## src/rtl/snoop_responder_if.sv

```systemverilog
// Snoop-bus bundle between a requesting cache controller / memory side
// (master) and the remote-cache snoop responder (slave).
//   snoop_*     : snoop request and response handshake
//   mem_*       : writeback port towards memory
//   fill_*      : local line-install port
//   local_*     : combinational state lookup for the local controller
//   hit_cnt/wb_cnt : statistics counters (zero unless SNOOP_STATS_EN)
interface snoop_responder_if #(
  parameter int ADDR_W = 8
);
  logic              snoop_in;
  logic [1:0]        snoop_func;
  logic [ADDR_W-1:0] snoop_addr;
  logic              snoop_hit;
  logic              snoop_ready;
  logic              mem_wr;
  logic              mem_cs;
  logic [ADDR_W-1:0] mem_addr;
  logic              mem_ready;
  logic              fill_valid;
  logic [ADDR_W-1:0] fill_addr;
  logic [1:0]        fill_stat;
  logic              fill_ready;
  logic [ADDR_W-1:0] local_addr;
  logic [1:0]        local_stat;
  logic [15:0]       hit_cnt;
  logic [15:0]       wb_cnt;

  modport master (
    output snoop_in, snoop_func, snoop_addr, mem_ready,
           fill_valid, fill_addr, fill_stat, local_addr,
    input  snoop_hit, snoop_ready, mem_wr, mem_cs, mem_addr,
           fill_ready, local_stat, hit_cnt, wb_cnt
  );

  modport slave (
    input  snoop_in, snoop_func, snoop_addr, mem_ready,
           fill_valid, fill_addr, fill_stat, local_addr,
    output snoop_hit, snoop_ready, mem_wr, mem_cs, mem_addr,
           fill_ready, local_stat, hit_cnt, wb_cnt
  );
endinterface

```

## src/rtl/snoop_responder.sv

```systemverilog
// snoop_responder: remote-cache side of an MSI snoop bus.
// Answers GetS (b_read, 2'b10) and GetX (p_write, 2'b01) snoops from a
// direct-mapped tag/state array. Dirty (excl) lines are written back to
// memory before the response, then downgraded to shrd (GetS) or
// invalidated (GetX). The array is also exported to the local controller.
// Ports:
//   clk   : rising-edge clock
//   reset : asynchronous active-high reset
//   bus   : snoop_responder_if.slave (snoop, writeback, fill, local lookup,
//           statistics)
// Optional feature macro: SNOOP_STATS_EN builds saturating 16-bit hit and
// writeback counters; without it hit_cnt/wb_cnt are constant zero.
module snoop_responder #(
  parameter int ADDR_W  = 8,
  parameter int INDEX_W = 2
) (
  input  logic              clk,
  input  logic              reset,
  snoop_responder_if.slave  bus
);
  localparam int LINES = 1 << INDEX_W;
  localparam int TAG_W = ADDR_W - INDEX_W;

  localparam logic [1:0] STAT_INVL = 2'b00;
  localparam logic [1:0] STAT_SHRD = 2'b10;
  localparam logic [1:0] STAT_EXCL = 2'b11;
  localparam logic [1:0] FUNC_GETX = 2'b01;

  typedef enum logic [2:0] {
    S_IDLE, S_LOOKUP, S_WB, S_RESP, S_WAIT_LOW
  } state_t;

  state_t            state_q, state_d;
  logic [ADDR_W-1:0] addr_q, addr_d;
  logic              getx_q, getx_d;
  logic              hit_q, hit_d;

  logic [TAG_W-1:0]   tag_rd  [LINES];
  logic [1:0]         stat_rd [LINES];

  logic [INDEX_W-1:0] snoop_idx, fill_idx, local_idx;
  logic [TAG_W-1:0]   snoop_tag, fill_tag, local_tag;
  logic               lookup_hit, lookup_excl, fill_fire, resp_update;

  assign snoop_idx = addr_q[INDEX_W-1:0];
  assign snoop_tag = addr_q[ADDR_W-1:INDEX_W];
  assign fill_idx  = bus.fill_addr[INDEX_W-1:0];
  assign fill_tag  = bus.fill_addr[ADDR_W-1:INDEX_W];
  assign local_idx = bus.local_addr[INDEX_W-1:0];
  assign local_tag = bus.local_addr[ADDR_W-1:INDEX_W];

  assign lookup_hit  = (tag_rd[snoop_idx] == snoop_tag) && (stat_rd[snoop_idx] != STAT_INVL);
  assign lookup_excl = (stat_rd[snoop_idx] == STAT_EXCL);
  // A snoop always wins over a same-cycle fill; the fill is simply refused.
  assign fill_fire   = (state_q == S_IDLE) && !bus.snoop_in && bus.fill_valid;
  assign resp_update = (state_q == S_RESP) && hit_q;

  // One tag/state entry per line. Fills and snoop downgrades never collide
  // because they happen in different FSM states.
  generate
    for (genvar gi = 0; gi < LINES; gi++) begin : g_line
      logic [TAG_W-1:0] tag_q, tag_d;
      logic [1:0]       stat_q, stat_d;

      always_comb begin
        tag_d  = tag_q;
        stat_d = stat_q;
        if (fill_fire && (fill_idx == INDEX_W'(gi))) begin
          tag_d  = fill_tag;
          stat_d = bus.fill_stat;
        end else if (resp_update && (snoop_idx == INDEX_W'(gi))) begin
          // GetS leaves the line shared (excl was already written back);
          // GetX takes ownership away entirely.
          stat_d = getx_q ? STAT_INVL : STAT_SHRD;
        end
      end

      always_ff @(posedge clk or posedge reset) begin
        if (reset) begin
          tag_q  <= '0;
          stat_q <= STAT_INVL;
        end else begin
          tag_q  <= tag_d;
          stat_q <= stat_d;
        end
      end

      assign tag_rd[gi]  = tag_q;
      assign stat_rd[gi] = stat_q;
    end
  endgenerate

  // State register and snoop context
  always_ff @(posedge clk or posedge reset) begin
    if (reset) begin
      state_q <= S_IDLE;
      addr_q  <= '0;
      getx_q  <= 1'b0;
      hit_q   <= 1'b0;
    end else begin
      state_q <= state_d;
      addr_q  <= addr_d;
      getx_q  <= getx_d;
      hit_q   <= hit_d;
    end
  end

  // Next-state logic
  always_comb begin
    state_d = state_q;
    case (state_q)
      S_IDLE:     if (bus.snoop_in) state_d = S_LOOKUP;
      S_LOOKUP:   state_d = (lookup_hit && lookup_excl) ? S_WB : S_RESP;
      S_WB:       if (bus.mem_ready) state_d = S_RESP;
      S_RESP:     state_d = S_WAIT_LOW;
      // Wait for the requester to drop its request so it is answered once.
      S_WAIT_LOW: if (!bus.snoop_in) state_d = S_IDLE;
      default:    state_d = S_IDLE;
    endcase
  end

  // Snoop context capture
  always_comb begin
    addr_d = addr_q;
    getx_d = getx_q;
    hit_d  = hit_q;
    case (state_q)
      S_IDLE: begin
        if (bus.snoop_in) begin
          addr_d = bus.snoop_addr;
          getx_d = (bus.snoop_func == FUNC_GETX);
        end
      end
      S_LOOKUP: hit_d = lookup_hit;
      S_RESP:   hit_d = 1'b0;
      default: ;
    endcase
  end

  // Outputs
  always_comb begin
    bus.snoop_ready = 1'b0;
    bus.mem_wr      = 1'b0;
    bus.mem_cs      = 1'b0;
    bus.mem_addr    = '0;
    case (state_q)
      S_WB: begin
        bus.mem_wr   = 1'b1;
        bus.mem_cs   = 1'b1;
        bus.mem_addr = addr_q;
      end
      S_RESP:  bus.snoop_ready = 1'b1;
      default: ;
    endcase
    // hit_q is only ever set between LOOKUP and RESP
    bus.snoop_hit  = hit_q;
    bus.fill_ready = fill_fire;
    bus.local_stat = (tag_rd[local_idx] == local_tag) ? stat_rd[local_idx] : STAT_INVL;
  end

`ifdef SNOOP_STATS_EN
  logic [15:0] hit_cnt_q, hit_cnt_d;
  logic [15:0] wb_cnt_q, wb_cnt_d;

  always_comb begin
    hit_cnt_d = hit_cnt_q;
    wb_cnt_d  = wb_cnt_q;
    if (resp_update && (hit_cnt_q != 16'hFFFF)) hit_cnt_d = hit_cnt_q + 16'd1;
    if ((state_q == S_WB) && bus.mem_ready && (wb_cnt_q != 16'hFFFF)) wb_cnt_d = wb_cnt_q + 16'd1;
  end

  always_ff @(posedge clk or posedge reset) begin
    if (reset) begin
      hit_cnt_q <= '0;
      wb_cnt_q  <= '0;
    end else begin
      hit_cnt_q <= hit_cnt_d;
      wb_cnt_q  <= wb_cnt_d;
    end
  end

  assign bus.hit_cnt = hit_cnt_q;
  assign bus.wb_cnt  = wb_cnt_q;
`else
  assign bus.hit_cnt = '0;
  assign bus.wb_cnt  = '0;
`endif
endmodule

```

## src/flat_wrapper.sv

```systemverilog
// flat-port wrapper written by rule: the top's interface ports become plain ports
module snoop_responder_flat 
#(
  parameter int ADDR_W  = 8,
  parameter int INDEX_W = 2
)
  (clk, reset, bus_snoop_in, bus_snoop_func, bus_snoop_addr, bus_mem_ready, bus_fill_valid, bus_fill_addr, bus_fill_stat, bus_local_addr, bus_snoop_hit, bus_snoop_ready, bus_mem_wr, bus_mem_cs, bus_mem_addr, bus_fill_ready, bus_local_stat, bus_hit_cnt, bus_wb_cnt);
  snoop_responder_if #(.ADDR_W(ADDR_W)) bus_i ();
  input  logic clk;
  input  logic reset;
  input wire logic [$bits(bus_i.snoop_in)-1:0] bus_snoop_in;
  input wire logic [$bits(bus_i.snoop_func)-1:0] bus_snoop_func;
  input wire logic [$bits(bus_i.snoop_addr)-1:0] bus_snoop_addr;
  input wire logic [$bits(bus_i.mem_ready)-1:0] bus_mem_ready;
  input wire logic [$bits(bus_i.fill_valid)-1:0] bus_fill_valid;
  input wire logic [$bits(bus_i.fill_addr)-1:0] bus_fill_addr;
  input wire logic [$bits(bus_i.fill_stat)-1:0] bus_fill_stat;
  input wire logic [$bits(bus_i.local_addr)-1:0] bus_local_addr;
  output wire logic [$bits(bus_i.snoop_hit)-1:0] bus_snoop_hit;
  output wire logic [$bits(bus_i.snoop_ready)-1:0] bus_snoop_ready;
  output wire logic [$bits(bus_i.mem_wr)-1:0] bus_mem_wr;
  output wire logic [$bits(bus_i.mem_cs)-1:0] bus_mem_cs;
  output wire logic [$bits(bus_i.mem_addr)-1:0] bus_mem_addr;
  output wire logic [$bits(bus_i.fill_ready)-1:0] bus_fill_ready;
  output wire logic [$bits(bus_i.local_stat)-1:0] bus_local_stat;
  output wire logic [$bits(bus_i.hit_cnt)-1:0] bus_hit_cnt;
  output wire logic [$bits(bus_i.wb_cnt)-1:0] bus_wb_cnt;
  assign bus_i.snoop_in = bus_snoop_in;
  assign bus_i.snoop_func = bus_snoop_func;
  assign bus_i.snoop_addr = bus_snoop_addr;
  assign bus_i.mem_ready = bus_mem_ready;
  assign bus_i.fill_valid = bus_fill_valid;
  assign bus_i.fill_addr = bus_fill_addr;
  assign bus_i.fill_stat = bus_fill_stat;
  assign bus_i.local_addr = bus_local_addr;
  assign bus_snoop_hit = bus_i.snoop_hit;
  assign bus_snoop_ready = bus_i.snoop_ready;
  assign bus_mem_wr = bus_i.mem_wr;
  assign bus_mem_cs = bus_i.mem_cs;
  assign bus_mem_addr = bus_i.mem_addr;
  assign bus_fill_ready = bus_i.fill_ready;
  assign bus_local_stat = bus_i.local_stat;
  assign bus_hit_cnt = bus_i.hit_cnt;
  assign bus_wb_cnt = bus_i.wb_cnt;
  snoop_responder #(.ADDR_W(ADDR_W), .INDEX_W(INDEX_W)) u_core (.clk(clk), .reset(reset), .bus(bus_i));
endmodule
```

## config.mk

```make
export PLATFORM = sky130hd
export DESIGN_NAME = snoop_responder_flat
export DESIGN_NICKNAME = d
export VERILOG_FILES = /design/src/rtl/snoop_responder_if.sv /design/src/rtl/snoop_responder.sv /design/src/flat_wrapper.sv
export SDC_FILE = /design/constraint.sdc
export NUM_CORES = 1
export LEC_CHECK = 0
export CELL_PAD_IN_SITES_DETAIL_PLACEMENT = 1
export CELL_PAD_IN_SITES_GLOBAL_PLACEMENT = 1
export CORE_UTILIZATION = 37
export DETAILED_ROUTE_END_ITERATION = 7
export PLACE_DENSITY = 0.86
export SLEW_MARGIN = 20
export SYNTH_ARGS = -nofsm -noshare
export SYNTH_HDL_FRONTEND = slang
export SYNTH_SLANG_ARGS = --single-unit
```

## constraint.sdc

```tcl
create_clock -name clk -period 3.1 [get_ports clk]
set_input_delay 0.775 -clock clk [delete_from_list [all_inputs] [get_ports clk]]
set_output_delay 0.775 -clock clk [all_outputs]
set_load 0.1 [all_outputs]
```

==> summary.md <==
| Metric | Value |
|---|---|
| Run status | complete, no violations |
| Number of cell rows | 30 |
| Fill cell count | 756 |
| Final Slew Violations | 0 |
| Source-to-sink clock delay at the later pin of the worst-skew pair | 300 ps |
| Logic gate share of total power | 0.527 |
| Endpoint class of the critical path | primary output |
| Count of clock tree sinks | between 40 and 50 |
| Capturing point of the worst reg2reg path | u_core.g_line[0].stat_q[1] |
| Power Total | roughly 3.4 mW |
| Number of buffers between clock root and the deepest sink | 2 |
| Overflow after GRT | 0 |
| Layout cell share with drive strength beyond 1 | 0.287 |
| Number of warnings issued by yosys | 0 |
| Most common flop cell mapped by yosys | sky130_fd_sc_hd__dfrtp_1 |
| Syn avg cell area | 11.5 um^2 |
| Gate count after technology mapping | approximately 240 |
| Syn-to-layout area delta | 23.0% |
| Seq cells post-synth | 45 |
| Final routed wire length divided by cell count | 17.8 um |
| Root cell of the clock tree | sky130_fd_sc_hd__clkbuf_8 |
| Initial standard-cell utilization of the core | 0.393 |
| Startpoint of the most critical register-to-register path | u_core.state_q[1] |
| CP Capture Point | bus_local_stat[1] |
| # DRC | 0 |
| Post-synthesis cell area | about 0.0027 mm^2 |
| FMAX | about 330 MHz |
| Port Buffers | 47 |
| Largest net degree at the start of global routing | 46 |
| EDFF count, synth | 0 |
| Final hold slack | around 510 ps |
| RSZ-0062 raised after global routing | false |
| Final Wtd Congestion | 0.815 |
| Origin of the worst setup path | bus_local_addr[0] |
| Via density per instance | between 5 and 6 |
| Detailed-placement wirelength estimate | just over 5 mm |
| Class of the worst hold path | register to register |
| Critical Path Fanout Max | 3 |
| DR vias | 2004 |
| Reg-to-reg setup timing slack | ~800 ps |
| Post-route antenna net violation count | 0 |
| Static leakage | approximately 1.5 nW |
| Number of antenna violations at the first check in global routing | 0 |
| H-tree depth | 2 |
| Critical Setup Path Class | input port to primary output |
| Number of instances in the placed design | around 380 |
| Final-stage net count | 325 |
| Die Span Y | 87.8 um |
| Int Pwr | 1.77 mW |
| DIE WIDTH | just under 90 um |
| Post-layout min period | between 3000 and 4000 ps |
| TritonCTS Buffers | 5 |
| Register share of total power | 0.369 |
| Headroom to the max-slew limit | 0.406 |
| Asr flop ratio synth | 1.00 |
| Total wirelength of the detailed-routed design | 6.91 mm |
| Maximum vdd ir drop | 0.000447 V |
| Sequential area share after synthesis | 0.413 |
| Number of DRC markers after the initial detailed-route iteration | between 70 and 80 |
| Vias in the first global route | around 2200 |
| Number of endpoints failing setup at the final stage | 0 |
| Clock Power Share | 0.104 |
| Post-layout worst setup margin | 83.4 ps |
| Number of detailed-route iterations in the first pass | 4 |
| Post-route fraction of the period consumed by the critical path | 0.973 |
| Clock edge transition at the registers on the reported setup and hold paths | 70 ps |
| Core occupancy in the finished layout | 0.483 |
| Depth of the worst register-to-register path | 6 |
| Count of endpoints failing hold in the final timing report | 0 |
| Die area | roughly 0.0077 mm^2 |
| Critical path required time | 2320 ps |
| Switching portion of total power | 0.478 |
| I/O pin count | 80 |
| Switching power total | 1.62 mW |
| CTS tree | built |
| Global-route wire length before repair | 11.2 mm |
| Slew at the pin closest to its max-slew limit | 892 ps |
| Total core area | about 0.0069 mm^2 |
| Global Route Usage Sum | 0.196 |
| Number of distinct library cells after synthesis | 36 |
| Diodes inserted | 0 |
| Maximum clock skew at final layout | around 8.3 ps |
| Setup slack at placement | -503 ps |
| Max Cap Viol | 0 |
| PwrDens | roughly 1000 mW/mm^2 |
| Arr. time, crit path | approximately 2200 ps |
| Critical path launch point type | input port |
| Number of non-filler instances in the completed layout | just under 400 |
[state kept, by name, summed over array words and instances, names as in the netlist]
register	cells
u_core.g_line.tag_q	24
u_core.g_line.stat_q	8
u_core.bus.snoop_hit	1
u_core.addr_q	8
u_core.state_q	3
u_core.getx_q	1
[layout by cell type, fill, tap and decap left out, drive strengths merged, types with 5 or more instances in the layout]
cell type,Yosys,final
clkbuf,4,8
dfrtp,45,45
nor2,6,6
nand3,8,8
nand2,22,22
mux2i,9,9
xnor2,15,15
buf,39,29
conb,1,32
and3,9,9
inv,5,5
mux2,26,26
clkdlybuf4s50,0,30
mux4,12,12
[how the worst min path moves through the flow]
stage	startpoint	end	cells past startpoint
2_1_floorplan	u_core.g_line[1].tag_q[1]	u_core.g_line[1].tag_q[1]	2
3_3_place_gp	u_core.g_line[1].tag_q[1]	u_core.g_line[1].tag_q[1]	2
3_5_place_dp	u_core.g_line[1].tag_q[4]	u_core.g_line[1].tag_q[4]	2
4_1_cts	u_core.g_line[1].tag_q[4]	u_core.g_line[1].tag_q[4]	2
5_1_grt	u_core.g_line[2].tag_q[1]	u_core.g_line[2].tag_q[1]	1
6_report	u_core.g_line[1].tag_q[2]	u_core.g_line[1].tag_q[2]	2
[per-stage QoR]
step | instance area, um^2 | setup TNS [ps]
6_report | 3350 | 0
3_3_place_gp | 3220 | -934
5_1_grt | 3350 | 0
4_1_cts | 3340 | -83.4
3_5_place_dp | 3220 | -997
2_1_floorplan | 2850 | -202
[Yosys cell counts, types with 2 or more instances]
library cell,n,area (um^2)
sky130_fd_sc_hd__nor3_1,3,15.0
sky130_fd_sc_hd__a221o_1,2,20.0
sky130_fd_sc_hd__a22o_1,2,17.5
sky130_fd_sc_hd__or2_2,2,12.5
sky130_fd_sc_hd__nand2_1,22,82.6
sky130_fd_sc_hd__inv_1,5,18.8
sky130_fd_sc_hd__buf_2,4,20.0
sky130_fd_sc_hd__nand3b_1,2,15.0
sky130_fd_sc_hd__mux2_2,26,293
sky130_fd_sc_hd__nand4_1,2,12.5
sky130_fd_sc_hd__nand3_1,8,40.0
sky130_fd_sc_hd__nor4_1,3,18.8
sky130_fd_sc_hd__mux4_2,12,270
sky130_fd_sc_hd__o21ai_0,3,15.0
sky130_fd_sc_hd__xnor2_1,15,131
sky130_fd_sc_hd__mux2i_1,9,90.1
sky130_fd_sc_hd__buf_4,34,255
sky130_fd_sc_hd__dfrtp_1,45,1130
sky130_fd_sc_hd__clkbuf_1,4,15.0
sky130_fd_sc_hd__and2_1,4,25.0
sky130_fd_sc_hd__xor2_1,2,17.5
sky130_fd_sc_hd__nor2_1,6,22.5
sky130_fd_sc_hd__and3_1,9,56.3
sky130_fd_sc_hd__o221ai_1,2,17.5
[layout make-up]
cell class / instances / area (um^2) / area share
Clock buffer: 8 / 80.1 / 0.0239
Inverter: 5 / 18.8 / 0.00560
Multi-Input combinational cell: 176 / 1440 / 0.428
Sequential cell: 45 / 1130 / 0.336
Tap cell: 96 / 120 / 0.0358
Timing Repair Buffer: 59 / 572 / 0.171
[worst max-delay path, cell delays in order]
cell	delay, ps
sky130_fd_sc_hd__buf_2	140
sky130_fd_sc_hd__mux4_2	550
sky130_fd_sc_hd__xor2_2	190
sky130_fd_sc_hd__nor3_2	230
sky130_fd_sc_hd__and2_4	190
sky130_fd_sc_hd__buf_12	160
[layer usage]
layer,share of wire,vias up,track usage
met1,0.40,1023,0.252
li1,-,889,-
met3,0.034,25,0.0330
met5,0,-,0
met4,0.041,0,0.0939
met2,0.52,67,0.321
[power groups by stage]
stage	sequential (mW)	clock, mW	combinational, mW
final	1.25	0.353	1.79
after global routing	1.31	0.389	1.91
after CTS	1.25	0.363	1.79
after detailed placement	1.26	0	1.76
after global placement	1.23	0	1.70
after floorplan	1.05	0	1.59
[repair_timing]
action,CTS,global route
endpoints found under the setup margin,2,2
pin swaps,4,6
hold buffers,0,0
gates resized for setup,14,6
setup buffers,1,2
[cell families after synthesis]
family,share of synthesized area
other cells,0.00138
simple gates,0.134
mux,0.240
compound gates,0.0404
flops,0.413
xor+xnor,0.0546
buf+inv,0.117
(Power assumes the default switching activity.)
